===== src/rtl/zoom_hdmi_fifo_sched.sv =====
// Read-side scheduler for the zoom-to-HDMI pixel FIFO.
// Keeps the FIFO topped up with upstream burst requests, flushes it at each
// frame start, serves active video from it and counts starved DE cycles.
module zoom_hdmi_fifo_sched #(
  parameter int c_RD_DEPTH_WIDTH = 8,
  parameter int c_H_ACTIVE       = 1280,
  parameter int c_V_ACTIVE       = 720,
  parameter int c_BURST_LEN      = 64,
  parameter int c_REQ_LEVEL      = 160,
  parameter int c_PREFILL_LEVEL  = 192,
  parameter int c_FLUSH_CYC      = 8
) (
  input  logic                      rd_clk,
  input  logic                      rd_rst,
  input  logic                      vsync_in,
  input  logic                      de_in,
  output logic                      fifo_rd_en,
  input  logic                      fifo_rd_empty,
  input  logic [c_RD_DEPTH_WIDTH:0] fifo_rd_water_level,
  output logic                      fifo_flush,
  output logic                      burst_req,
  output logic [15:0]               burst_len,
  input  logic                      burst_ack,
  input  logic                      burst_done,
  output logic                      pix_valid,
  output logic [15:0]               underrun_cnt,
  output logic                      sched_busy
);

  localparam logic [23:0] c_TOTAL = 24'(c_H_ACTIVE * c_V_ACTIVE);
  localparam logic [23:0] c_BURST = 24'(c_BURST_LEN);
  localparam logic [c_RD_DEPTH_WIDTH:0] c_REQ_LVL = (c_RD_DEPTH_WIDTH + 1)'(c_REQ_LEVEL);
  localparam logic [c_RD_DEPTH_WIDTH:0] c_PRE_LVL = (c_RD_DEPTH_WIDTH + 1)'(c_PREFILL_LEVEL);
  localparam logic [7:0]  c_FLUSH_LAST = 8'(c_FLUSH_CYC - 1);

  typedef enum logic [2:0] {
    ST_IDLE       = 3'd0,
    ST_FLUSH_WAIT = 3'd1,
    ST_FLUSH      = 3'd2,
    ST_PREFILL    = 3'd3,
    ST_RUN        = 3'd4
  } state_t;

  state_t      state_r, state_nxt_s;
  logic [7:0]  flush_cnt_r;
  logic [23:0] req_cnt_r, rd_cnt_r, rd_cnt_nxt_s, remain_s;
  logic        burst_req_r, outstanding_r, pending_s;
  logic [15:0] burst_len_r, next_len_s, underrun_cnt_r;
  logic        pix_valid_r, fifo_flush_r, sched_busy_r;
  logic        rd_en_s, issue_s, underrun_s, serving_s;

  // Read enable, request issue decision, burst sizing and underrun detection.
  always_comb begin
    pending_s = burst_req_r | outstanding_r;
    serving_s = (state_r == ST_PREFILL) || (state_r == ST_RUN);
    if (state_r == ST_RUN) begin
      rd_en_s = de_in & ~fifo_rd_empty;
    end else begin
      rd_en_s = 1'b0;
    end
    rd_cnt_nxt_s = rd_cnt_r + {23'd0, rd_en_s};
    remain_s     = c_TOTAL - req_cnt_r;
    if (remain_s < c_BURST) begin
      next_len_s = remain_s[15:0];
    end else begin
      next_len_s = c_BURST[15:0];
    end
    // A vsync in the same cycle aborts the frame, so no fresh request then.
    issue_s = serving_s && !vsync_in && !pending_s &&
              (fifo_rd_water_level <= c_REQ_LVL) && (req_cnt_r < c_TOTAL);
    underrun_s = de_in && ((state_r == ST_PREFILL) ||
                           ((state_r == ST_RUN) && fifo_rd_empty));
  end

  // Frame sequencing: flush handshake, prefill, active service, abort on vsync.
  always_comb begin
    state_nxt_s = state_r;
    case (state_r)
      ST_IDLE: begin
        if (vsync_in) state_nxt_s = ST_FLUSH_WAIT;
        else          state_nxt_s = ST_IDLE;
      end
      ST_FLUSH_WAIT: begin
        if (!pending_s) state_nxt_s = ST_FLUSH;
        else            state_nxt_s = ST_FLUSH_WAIT;
      end
      ST_FLUSH: begin
        if (flush_cnt_r == c_FLUSH_LAST) state_nxt_s = ST_PREFILL;
        else                             state_nxt_s = ST_FLUSH;
      end
      ST_PREFILL: begin
        if (vsync_in)
          state_nxt_s = ST_FLUSH_WAIT;
        else if ((fifo_rd_water_level >= c_PRE_LVL) || (req_cnt_r == c_TOTAL))
          state_nxt_s = ST_RUN;
        else
          state_nxt_s = ST_PREFILL;
      end
      ST_RUN: begin
        if (vsync_in)                     state_nxt_s = ST_FLUSH_WAIT;
        else if (rd_cnt_nxt_s == c_TOTAL) state_nxt_s = ST_IDLE;
        else                              state_nxt_s = ST_RUN;
      end
      default: state_nxt_s = ST_IDLE;
    endcase
  end

  // State register and flush-length counter.
  always_ff @(posedge rd_clk) begin
    if (rd_rst) begin
      state_r     <= ST_IDLE;
      flush_cnt_r <= 8'd0;
    end else begin
      state_r <= state_nxt_s;
      if (state_r == ST_FLUSH) flush_cnt_r <= flush_cnt_r + 8'd1;
      else                     flush_cnt_r <= 8'd0;
    end
  end

  // Request engine: one burst in flight, from request until burst_done.
  always_ff @(posedge rd_clk) begin
    if (rd_rst) begin
      burst_req_r   <= 1'b0;
      outstanding_r <= 1'b0;
      burst_len_r   <= 16'd0;
      req_cnt_r     <= 24'd0;
    end else begin
      if (burst_req_r && burst_ack) begin
        burst_req_r   <= 1'b0;
        outstanding_r <= 1'b1;
      end else if (issue_s) begin
        burst_req_r <= 1'b1;
        burst_len_r <= next_len_s;
      end
      // A done that coincides with the ack cannot belong to this burst.
      if (outstanding_r && burst_done) outstanding_r <= 1'b0;
      if (state_r == ST_FLUSH)
        req_cnt_r <= 24'd0;
      else if (burst_req_r && burst_ack)
        req_cnt_r <= req_cnt_r + {8'd0, burst_len_r};
    end
  end

  // Read/underrun counters and registered status outputs.
  always_ff @(posedge rd_clk) begin
    if (rd_rst) begin
      rd_cnt_r       <= 24'd0;
      underrun_cnt_r <= 16'd0;
      pix_valid_r    <= 1'b0;
      fifo_flush_r   <= 1'b0;
      sched_busy_r   <= 1'b0;
    end else begin
      if (state_r == ST_FLUSH) begin
        rd_cnt_r       <= 24'd0;
        underrun_cnt_r <= 16'd0;
      end else begin
        rd_cnt_r <= rd_cnt_nxt_s;
        if (underrun_s && (underrun_cnt_r != 16'hFFFF))
          underrun_cnt_r <= underrun_cnt_r + 16'd1;
      end
      pix_valid_r  <= rd_en_s;
      fifo_flush_r <= (state_nxt_s == ST_FLUSH);
      sched_busy_r <= (state_nxt_s != ST_IDLE);
    end
  end

  assign fifo_rd_en   = rd_en_s;
  assign fifo_flush   = fifo_flush_r;
  assign burst_req    = burst_req_r;
  assign burst_len    = burst_len_r;
  assign pix_valid    = pix_valid_r;
  assign underrun_cnt = underrun_cnt_r;
  assign sched_busy   = sched_busy_r;

endmodule


===== config.mk =====
export PLATFORM = sky130hd
export DESIGN_NAME = zoom_hdmi_fifo_sched
export DESIGN_NICKNAME = d
export VERILOG_FILES = /design/src/rtl/zoom_hdmi_fifo_sched.sv
export SDC_FILE = /design/constraint.sdc
export NUM_CORES = 1
export LEC_CHECK = 0
export ABC_AREA = 1
export CAP_MARGIN = 25
export CELL_PAD_IN_SITES_DETAIL_PLACEMENT = 1
export CELL_PAD_IN_SITES_GLOBAL_PLACEMENT = 1
export CORE_AREA = 2 2 119 121
export CTS_CLUSTER_DIAMETER = 30
export DETAILED_ROUTE_END_ITERATION = 8
export DIE_AREA = 0 0 121 123
export PLACE_DENSITY_LB_ADDON = 0.08
export SLEW_MARGIN = 20
export SYNTH_ARGS = -nofsm -noshare
export SYNTH_HDL_FRONTEND = slang
export SYNTH_SLANG_ARGS = --single-unit

===== constraint.sdc =====
create_clock -name rd_clk -period 7.15 [get_ports rd_clk]
set_input_delay 0.715 -clock rd_clk [delete_from_list [all_inputs] [get_ports rd_clk]]
set_output_delay 0.715 -clock rd_clk [all_outputs]
set_load 0.01 [all_outputs]

After elaboration in Yosys (flattened, before gate mapping) --
Cells that the tools add are included.
Storage, ports and cells: flip-flop bits (word level) 96, memories 0, RAM bits 0, latch bits 0, word-level logic and storage cells 65, output and inout port bits 37, memory bits (read-only) 0
Operators by class: div/mod/pow operators 0, $mul 0, shift operators 0, equal/unequal tests 9, muxes and demuxes 10, order comparisons 4, reduce and logical (&&, ||, !) cells 21, add/sub/neg operators 5, bitwise operators 5
Operators with widths (count):
- 24-bit by 20-bit == test with 1-bit output, second input constant | 2
- 24-bit by 1-bit adder with 24-bit output | 1
- 24-bit by 16-bit adder with 24-bit output | 1
- 24-bit by 20-bit < comparator with 1-bit output, second input constant | 1
- 24-bit by 7-bit < comparator with 1-bit output, second input constant | 1
- 20-bit by 24-bit subtractor with 24-bit output, first input constant | 1
- 16-bit by 1-bit adder with 16-bit output, second input constant | 1
- 16-bit two-way mux | 1
- 16-bit inequality test, second input constant | 1
- 3-bit case mux with 5 select lines | 1
- 3-bit two-way mux | 4
- 3-bit by 2-bit == test with 1-bit output, second input constant | 3
- 9-bit by 8-bit >= comparator with 1-bit output, second input constant | 1
- 9-bit by 8-bit less-or-equal comparator with 1-bit output, second input constant | 1
- 1-bit logical AND | 9
- 8-bit by 1-bit adder with 8-bit output, second input constant | 1
- 8-bit by 3-bit == test with 1-bit output, second input constant | 1
- 2-bit OR reduction | 4
- 3-bit by 1-bit == test with 1-bit output, second input constant | 1
- 3-bit == test, second input constant | 1
- 3-bit logical NOT | 1
- 1-bit logical OR | 3
- 1-bit two-way mux | 3
- 1-bit NOT | 3
- other kinds (6) | 7

Logic depth before layout (Yosys ltp) --
Gate-level depths: netlist (run 1).
depth in word-level cells 9, gate-level depth with buffers 22, gate-level depth less buffers 22

Worst setup path after synthesis (run 1) --
No wires, ideal clock.
kind in2reg, from input port de_in, to register sched_busy_r, in the netlist sched_busy, stages on the path 19, data arrival time 2.738 ns, setup slack 4.298 ns, library setup time 0.114 ns, cells stage by stage inv_1 > nor3_1 > ha_1 > ha_1 > nand3_2 > inv_1 > nand2_1 > nor2_2 > nand2_1 > o21ai_0 > nand2_1 > nor2_1 > nand2_1 > nor2_1 > nand2_1 > nand2_1 > nand2_1 > nand2_1 > nand2_1
Between the ends: cells in the longest elaborated chain, start to end 8
RTL lines:
- from (decl) | RTL line 16 | input logic de_in,
- 1-bit bitwise AND | RTL line 57 | rd_en_s = de_in & ~fifo_rd_empty;
- 1-bit two-way mux | RTL line 56 | if (state_r == ST_RUN) begin
- named net fifo_rd_en | RTL line 17 | output logic fifo_rd_en,
- 24-bit by 1-bit adder with 24-bit output | RTL line 61 | rd_cnt_nxt_s = rd_cnt_r + {23'd0, rd_en_s};
- 24-bit by 20-bit == test with 1-bit output | RTL line 101 | else if (rd_cnt_nxt_s == c_TOTAL) state_nxt_s = ST_IDLE;
- 3-bit two-way mux | RTL line 101
- 3-bit two-way mux | RTL line 100 | if (vsync_in) state_nxt_s = ST_FLUSH_WAIT;
- 3-bit case mux with 5 select lines | RTL line 78 | case (state_r)
- 3-bit nonzero test | RTL line 163 | sched_busy_r <= (state_nxt_s != ST_IDLE);
- to (signal assigned) | RTL line 163
- to (decl) | RTL line 49 | logic pix_valid_r, fifo_flush_r, sched_busy_r;
The timed path passes the listed nets, and every way through them passes these cells. A chain may end at the register's enable or synchronous reset.

Worst setup path after layout (run 1) --
from input port de_in, to register sched_busy_r, in the netlist sched_busy
Between the ends: cells in the longest elaborated chain, start to end 8
RTL lines (RTL line):
- 1-bit bitwise AND | 57
- 1-bit two-way mux | 56
- 24-bit by 1-bit adder with 24-bit output | 61
- 24-bit by 20-bit == test with 1-bit output | 101
- 3-bit two-way mux | 101
- 3-bit two-way mux | 100
- 3-bit case mux with 5 select lines | 78
- 3-bit nonzero test | 163
No other way between the ends.

==> reports/qor.yml, run 1 <==
cp.arrival_ns: 3.46
p_int_mw: 0.841
antenna_found_initial: 0
end_kind: "flip-flop"
grt_pass1_vias: 6046
overflow: 0
areaGrowthSynthToFinish_pct: 17.2
synthCells: 943
clkTransAtPathRegs_ns: 0.07
dieArea_um2: 14900
clock.fmax_mhz: 312
post-route-period-util_pct: 44.8
grt_use_total_pct: 25.4
clkPwrFrac_pct: 46.2
p_leak_nw: 3.11
seqPwrFrac_pct: 48.9
first_pass_iters: 4
slew_violations: 0
grt_pass1_wl_mm: 29.7
seq_area_frac_synth_pct: 31.9
p_per_area_nw_per_um2: 156
grt_max_degree: 46
postCtsHoldBufs: 0
clockBufferDepth: 2
switching_power_mw: 0.262
outcome: "complete, no violations"
dp_cells: 1164
ys_ff_latch: 96
rsz0062_at_grt: "no"
peakVddDrop_mv: 0.101
die_height_um: 123
syn_area_per_cell_um2: 6.40
gp_congestion: 0.847
cpPeakStageDelay_ns: 0.47
drt_iter0_drc: 237
insertedDiodeCount: 0
nets: 1034
netlist_area_um2: 6030
dieWidth_um: 121
io_pins: 53
critical_path_class: "input port to flip-flop"
start_kind: "input port"
maxCapViolations: 0
finalSetupTns_ns: 0
via_per_inst: 5.20
setup_violations: 0
h-tree-depth: 3
power_mw: 1.10
synthDistinctLibCells: 39
rows: 43
clk_latency_ns: 0.36
core_area_um2: 13600
post-route-min-period_ns: 3.20
numPortBuffers: 52
cp_max_fo: 4
required_ns: 7.40
drt.antenna.violating_nets: 0
dp_hpwl_mm: 14.5
cts_tree: "built"
cts.sinks: 96
routed_wirelength_mm: 18.3
slew_headroom_pct: 60.6
slowest_stage: "clkdlybuf4s50_1"
cts_buffers: 9
tightest_slew_ns: 0.590
critical_path.most_common_cell: "nand2_1"
switching_share_pct: 23.7
hold_viol: 0
drive_gt1_share_pct: 5.80
cts_setup_buffers: 0
ctsResizeCount: 0
wl_per_cell_um: 15.5
ys_warn_count: 0
drc_errors: 0
syn_nets: 982
fin_cells: 1180
crit_chain: "clkdlybuf4s50_1 -> inv_1 -> nor3_1 -> ha_1 -> ha_1 -> nand3_2 -> inv_1 -> nand2_1 -> nor2_2 -> nand2_1 -> o21ai_0 -> nand2_1 -> nor2_1 -> nand2_1 -> nor2_1 -> nand2_1 -> nand2_1 -> nand2_1 -> nand2_1 -> nand2_1"
p_comb_share_pct: 4.8
initial_core_util_pct: 44.3
hold_class: "flip-flop to flip-flop"
vias: 6137
fin_skew_ns: 0.00744
cts_root_buf: "clkbuf_16"
==> path summary, 6_finish.rpt <==
kind                                startpoint        endpoint  slack, ns  cells past startpoint
worst max-delay path                     de_in      sched_busy       3.95                     20
worst min-delay path            flush_cnt_r[0]  flush_cnt_r[0]       0.45                      1
worst max register to register      state_r[1]      sched_busy       4.25                     20
worst min register to register  flush_cnt_r[0]  flush_cnt_r[0]       0.45                      1
==> synth_stat cells (all sizes together) <==
cell | n | area share [%]
nand3b | 2 | 0.25
o21bai | 6 | 0.81
nand4 | 15 | 1.6
nand3 | 70 | 6.0
and2 | 1 | 0.10
o221ai | 1 | 0.15
dfxtp | 96 | 32
or2 | 1 | 0.10
nor2 | 164 | 12
inv | 128 | 8.0
o21ai | 49 | 4.1
a21oi | 65 | 5.6
nand2 | 225 | 14
o211ai | 3 | 0.37
o22ai | 1 | 0.10
xnor2 | 11 | 1.6
ha | 22 | 4.6
buf | 3 | 0.25
nor3 | 27 | 2.2
nor3b | 1 | 0.12
clkinv | 1 | 0.062
o21a | 3 | 0.37
fa | 1 | 0.33
a21boi | 2 | 0.25
clkbuf | 11 | 0.68
a21o | 2 | 0.25
xor2 | 25 | 3.6
nor4 | 3 | 0.31
a31oi | 4 | 0.41
==> layout by cell type (no fill, tap or decap), types with 11 or more instances in the layout <==
| cell type | count |
|---|---|
| nand2_1 | 216 |
| nor2_1 | 143 |
| inv_1 | 123 |
| dfxtp_1 | 96 |
| nand3_1 | 68 |
| a21oi_1 | 64 |
| clkdlybuf4s50_1 | 52 |
| o21ai_0 | 44 |
| nor3_1 | 27 |
| xor2_1 | 25 |
| ha_1 | 22 |
| nor2_2 | 15 |
| nand4_1 | 15 |
| xnor2_1 | 11 |
==> state kept, by name, summed over array words and instances, names as in the netlist <==
signal / cells
fifo_flush: 1
pix_valid: 1
outstanding_r: 1
req_cnt_r: 24
burst_len: 16
rd_cnt_r: 24
state_r: 3
burst_req: 1
underrun_cnt: 16
sched_busy: 1
flush_cnt_r: 8
==> power groups by stage <==
stage	clock, mW	sequential [mW]	combinational, mW
floorplan	0	0.552	0.0290
global placement	0	0.552	0.0521
detailed placement	0	0.552	0.0535
CTS	0.521	0.540	0.0538
global route	0.540	0.540	0.0594
finish	0.510	0.540	0.0531
==> cells by family after synthesis <==
group / Yosys count / share of synthesized area [%]
AOI/OAI and AO/OA: 136 / 12.4
buffers and inverters: 143 / 8.96
adders and majority gates: 23 / 4.90
DFF: 96 / 31.9
and+or+nand+nor: 509 / 36.7
xor gates and xnor gates: 36 / 5.23
==> stage by stage <==
step / hold slack [ns] / utilization [%] / cell area [µm²] / setup slack [ns]
after global placement: 0.435 / 49.5 / 6740 / 3.72
after CTS: 0.461 / 52.0 / 7070 / 3.94
after floorplan: 0.418 / - / 6030 / 4.30
after detailed placement: 0.444 / 49.7 / 6760 / 3.56
final: 0.452 / 52.0 / 7070 / 3.95
after global routing: 0.489 / 52.0 / 7070 / 3.56
==> layout make-up <==
type | instances | area, µm²
Timing Repair Buffer | 55 | 563
Sequential cell | 96 | 1920
Fill cell | 1877 | 6540
Tap cell | 180 | 225
Clock buffer | 11 | 243
Clock inverter | 5 | 65.1
Multi-Input combinational cell | 704 | 3570
Inverter | 129 | 484
==> worst max-delay path: cells and delay by family <==
kind	cells	cell delay [ns]
AOI/OAI and AO/OA	1	0.23
adders and majority gates	2	0.43
buffers and inverters	3	0.62
and+or+nand+nor	14	1.46
==> metal layers <==
| metal | part of all wire, % | wire length (µm) | up-vias | track usage, % |
|---|---|---|---|---|
| met5 | 0 | 0 | - | 0 |
| met4 | 1.8 | 323 | 0 | 8.21 |
| met3 | 3.4 | 614 | 18 | 3.27 |
| met2 | 45 | 8250 | 91 | 42.1 |
| met1 | 50 | 9130 | 2901 | 34.3 |
| li1 | - | - | 3127 | - |
Power figures use the tool's default switching activity.
==> run 2, diff against run 1 <==
Settings changed: CORE_AREA 2 2 119 121 to 2 2 125 127, DIE_AREA 0 0 121 123 to 0 0 127 129.
Clock period 7.15 ns to 3.3 ns, I/O delays scaled along.
==> run 2 against run 1 <==
Against the previous run: clock skew shrank 0.0025 ns; core utilization is 4.5 points lower; first-iteration DRC count is 1.7% higher; clock power rose by 140%; sequential cell count unchanged; power grew 130%; setup slack got worse by 3.5 ns; sequential power up 120%; hold slack gained 0.00051 ns; critical endpoint unchanged; highest routed layer unchanged.
==> reports/qor.yml, run 2 (synthesis results as in run 1) <==
via_per_inst: 5.09
initial_core_util_pct: 40.3
h-tree-depth: 3
drt_iter0_drc: 241
reg.largest.list: "rd_cnt_r: 24 flops, req_cnt_r: 24 flops"
rows: 45
post-route-min-period_ns: 2.82
finalSetupTns_ns: 0
hold_path_depth: 1
first_pass_iters: 4
dieArea_um2: 16400
cts_buffers: 9
tightest_slew_ns: 0.642
rsz0062_at_grt: "no"
r2r_cells: 21
clock.fmax_mhz: 354
start_kind: "flip-flop"
routed_wirelength_mm: 18.7
hold_viol: 0
cp.arrival_ns: 3.08
overflow: 0
cts_setup_buffers: 0
dp_cells: 1173
io_pins: 53
clockBufferDepth: 2
slew_violations: 0
grt_pass1_vias: 6209
dp_hpwl_mm: 14.8
peakVddDrop_mv: 0.285
p_per_area_nw_per_um2: 351
p_leak_nw: 3.12
final_common_cell: "nand2_1"
cts_tree: "built"
dieWidth_um: 127
slew_headroom_pct: 57.1
drt.antenna.violating_nets: 0
core_area_um2: 15000
grt_use_total_pct: 24.0
clkTransAtPathRegs_ns: 0.07
setup_violations: 0
numPortBuffers: 52
die_height_um: 129
postCtsHoldBufs: 0
grt_max_degree: 46
vias: 6062
critical_path.most_common_cell: "nand2_1"
end_kind: "flip-flop"
nets: 1035
final_cell_mix: "216 x nand2_1, 143 x nor2_1, 123 x inv_1"
antenna_found_initial: 0
cpPeakStageDelay_ns: 0.33
gp_congestion: 0.829
ctsResizeCount: 0
post-route-period-util_pct: 85.6
clk_latency_ns: 0.36
areaGrowthSynthToFinish_pct: 17.8
slowest_stage: "dfxtp_1"
fin_cells: 1190
hold_class: "flip-flop to flip-flop"
drc_errors: 0
required_ns: 3.56
fin_skew_ns: 0.00496
grt_pass1_wl_mm: 31.4
crit_chain: "nor2_2 -> nand2_1 -> nor3_1 -> buf_4 -> ha_1 -> ha_1 -> nand3_2 -> inv_1 -> nand2_1 -> nor2_2 -> nand2_1 -> o21ai_0 -> nand2_1 -> nor2_1 -> nand2_1 -> nor2_1 -> nand2_1 -> nand2_1 -> nand2_1 -> nand2_1 -> nand2_1"
critical_path_class: "flip-flop to flip-flop"
cts_root_buf: "clkbuf_16"
cts.sinks: 96
cp_max_fo: 4
wl_per_cell_um: 15.8
drive_gt1_share_pct: 5.99
maxCapViolations: 0
outcome: "complete, no violations"
-- run 2: changes by cell type in the layout (fill, tap and decap cells not counted) --
cell        delta
clkinvlp_4     +1
buf_16         -1
diode_2        +1
clkinv_4       -2
clkbuf_8       +1
bufinv_16      +1
clkbuf_1       -1
inv_8          +1
inv_6          -1
buf_4          +2
-- run 2: layer usage --
metal	up-vias	GRT usage (%)	routed length [µm]
met2	69	42.3	9080
met3	21	3.53	558
met4	0	8.47	394
met5	-	0	0
li1	3136	-	-
met1	2836	30.1	8710
-- run 2: final timing paths --
kind	slack, ns	end	start
hold reg to reg	0.45	flush_cnt_r[0]	flush_cnt_r[0]
hold / removal	0.45	flush_cnt_r[0]	flush_cnt_r[0]
setup reg to reg	0.48	sched_busy	state_r[1]
setup / recovery	0.48	sched_busy	state_r[1]
-- run 2: per-stage QoR --
step / utilization (%) / area [µm²] / power (mW) / setup slack, ns / hold WS [ns]
4_1_cts: 47.4 / 7100 / 2.51 / 0.444 / 0.458
6_report: 47.4 / 7100 / 2.49 / 0.476 / 0.452
3_5_place_dp: 45.1 / 6760 / 1.31 / 0.202 / 0.441
2_1_floorplan: - / 6030 / 1.26 / 0.711 / 0.409
3_3_place_gp: 45.1 / 6760 / 1.31 / 0.275 / 0.434
5_1_grt: 47.4 / 7100 / 2.56 / 0.0958 / 0.483
-- run 2: critical path: cells and delay by family, from the launching register on --
family	cells	cell delay (ns)
fa+ha+maj	2	0.39
flops	1	0.33
compound gates	1	0.22
simple gates	16	1.53
buf+inv	2	0.24
-- run 2: where the power goes --
group	switching [mW]	internal (mW)
registers	0.00542	1.16
clock network	0.496	0.713
logic	0.0705	0.0427
total	0.572	1.92
-- run 2: layout make-up --
| type | count | area [µm²] |
|---|---|---|
| fill | 2021 | 7870 |
| multi-input combinational | 704 | 3570 |
| sequential | 96 | 1920 |
| timing repair buffer | 56 | 551 |
| inverter | 129 | 484 |
| clock buffer | 11 | 253 |
| tap | 188 | 235 |
| clock inverter | 5 | 87.6 |
| antenna | 1 | 2.50 |
==> RTL edit (flow settings as in run 2) <==
Change the parameter `c_RD_DEPTH_WIDTH` from 8 to 16.
--- a/src/rtl/zoom_hdmi_fifo_sched.sv
+++ b/src/rtl/zoom_hdmi_fifo_sched.sv
@@ -4,3 +4,3 @@
 module zoom_hdmi_fifo_sched #(
-  parameter int c_RD_DEPTH_WIDTH = 8,
+  parameter int c_RD_DEPTH_WIDTH = 16,
   parameter int c_H_ACTIVE       = 1280,
Interface: changed (resized fifo_rd_water_level); port bits go from 53 to 61. No check against the original RTL was run, so the function may have changed too.
==> RTL edit against run 2 <==
  * Combinational power down 22%
  * Total power down 0.33%
  * Maximum frequency down 0.73%
  * Global-route usage down 1.7 points
  * Area after synthesis down 0.60%
  * Worst setup slack worse by 0.021 ns
  * Non-clock buffer count up 10
  * Sequential cell count unchanged
  * Die area unchanged
  * Final cell count down 0.67%
  * Final area up 0.56%
  * Wire length down 6.7%
  * Largest cell class unchanged
==> RTL edit: results (changes against run 2) <==
| Stage | Metric | This run | Change |
| --- | --- | --- | --- |
| critical path | Internal reg-to-reg setup slack | 0.46 ns | was 0.48 ns |
| sta | Setup skew after layout | 0.00678 ns | was 0.00496 ns |
| status | Outcome | finished, final reports clean | unchanged |
| grt | GR Util All Layers | 22.4% | was 24.0% |
| logic synthesis | Yosys cell types | 41 | was 39 |
| power | Net switching power | 0.521 mW | was 0.572 mW |
| power | Leakage dissipation | 3.11 nW | was 3.12 nW |
| place | Dpl hpwl | 13400 um | was 14800 um |
| logic synthesis | Post-synth top cells | sky130_fd_sc_hd__nand2_1, sky130_fd_sc_hd__nor2_1, sky130_fd_sc_hd__inv_1, sky130_fd_sc_hd__dfxtp_1, sky130_fd_sc_hd__a21oi_1 | was sky130_fd_sc_hd__nand2_1, sky130_fd_sc_hd__nor2_1, sky130_fd_sc_hd__inv_1, sky130_fd_sc_hd__dfxtp_1, sky130_fd_sc_hd__nand3_1 |
| critical path | Slowest stage cell on the critical path | sky130_fd_sc_hd__dfxtp_1 | unchanged |
| layout | Final nets | 1036 | was 1035 |
| grt | Via count of the first global-routing pass | 6080 | was 6209 |
| detailed routing | Routed via count | 5942 | was 6062 |
| clocking | Root buffer selected by CTS | sky130_fd_sc_hd__clkbuf_16 | unchanged |
| logic synthesis | Synthesized netlist cell count | 927 | was 943 |
| critical path | CP peak stage delay | 0.38 ns | was 0.33 ns |
| place | # port buffers | 60 | was 52 |
| critical path | R2r startpoint | state_r[2]$_SDFF_PP0_ | was state_r[1]$_SDFF_PP0_ |
| sta | Minimum hold slack | 0.453 ns | was 0.452 ns |
| grt | Pin count of the biggest net entering global routing | 48 | was 46 |
| logic synthesis | Post-synth net total | 974 | was 982 |
| logic synthesis | Sequential element share of the synthesized area | 32.1% | was 31.9% |
| power | Worst voltage drop across the vdd grid | 0.000231 V | was 0.000285 V |
| critical path | Maximum fanout encountered on the critical timing path | 5 | was 4 |
| layout | Fraction of final layout cells with drive strength greater than 1 | 7.04% | was 5.99% |
| detailed routing | Wirelength, routed | 17500 um | was 18700 um |
| layout | Diode count | 0 | was 1 |
| detailed routing | Average detailed-routed wire length per instance | 14.8 um | was 15.8 um |
| logic synthesis | Leading cell types by total area after synthesis | sky130_fd_sc_hd__dfxtp_1, sky130_fd_sc_hd__nand2_1, sky130_fd_sc_hd__nor2_1 | unchanged |
| place | Placer congestion estimate | 0.819 | was 0.829 |
| grt | Wire length of the first global-routing pass | 29500 um | was 31400 um |
-- RTL edit: power groups by stage --
| stage | Combinational [mW] | Sequential (mW) | Clock, mW |
|---|---|---|---|
| 6_report | 0.0887 | 1.16 | 1.23 |
| 4_1_cts | 0.0904 | 1.16 | 1.26 |
| 3_5_place_dp | 0.0900 | 1.19 | 0 |
| 3_3_place_gp | 0.0881 | 1.19 | 0 |
| 5_1_grt | 0.0978 | 1.16 | 1.30 |
| 2_1_floorplan | 0.0392 | 1.19 | 0 |
-- RTL edit: through the flow --
step	utilization, %	instance area [um^2]	setup slack, ns
floorplan	-	6000	0.748
global placement	45.4	6800	0.354
detailed placement	45.4	6800	0.237
CTS	47.7	7140	0.422
global route	47.7	7140	0.0521
finish	47.7	7140	0.455
-- RTL edit: cell type report --
cell class	count	area (um^2)
timing repair buffer	66	646
clock inverter	5	104
inverter	117	439
sequential	96	1920
clock buffer	11	243
fill	1973	7830
tap	188	235
multi-input combinational	699	3560
-- RTL edit: per-layer routing --
layer | part of all wire, % | track usage (%)
met1 | 47 | 28.2
met4 | 1.8 | 6.79
met3 | 1.4 | 2.37
met2 | 50 | 40.4
met5 | 0 | 0
-- RTL edit: cell families (layout without fill, tap and decap cells) --
| family | after synthesis | after routing | synth area share [%] |
|---|---|---|---|
| flip-flops | 96 | 96 | 32.1 |
| AND/OR/NAND/NOR | 523 | 523 | 39.6 |
| AO/OA/AOI/OAI | 129 | 129 | 11.2 |
| buffers and inverters | 132 | 199 | 8.68 |
| adder cells (fa/ha/maj) | 23 | 23 | 4.92 |
| XOR/XNOR | 24 | 24 | 3.51 |
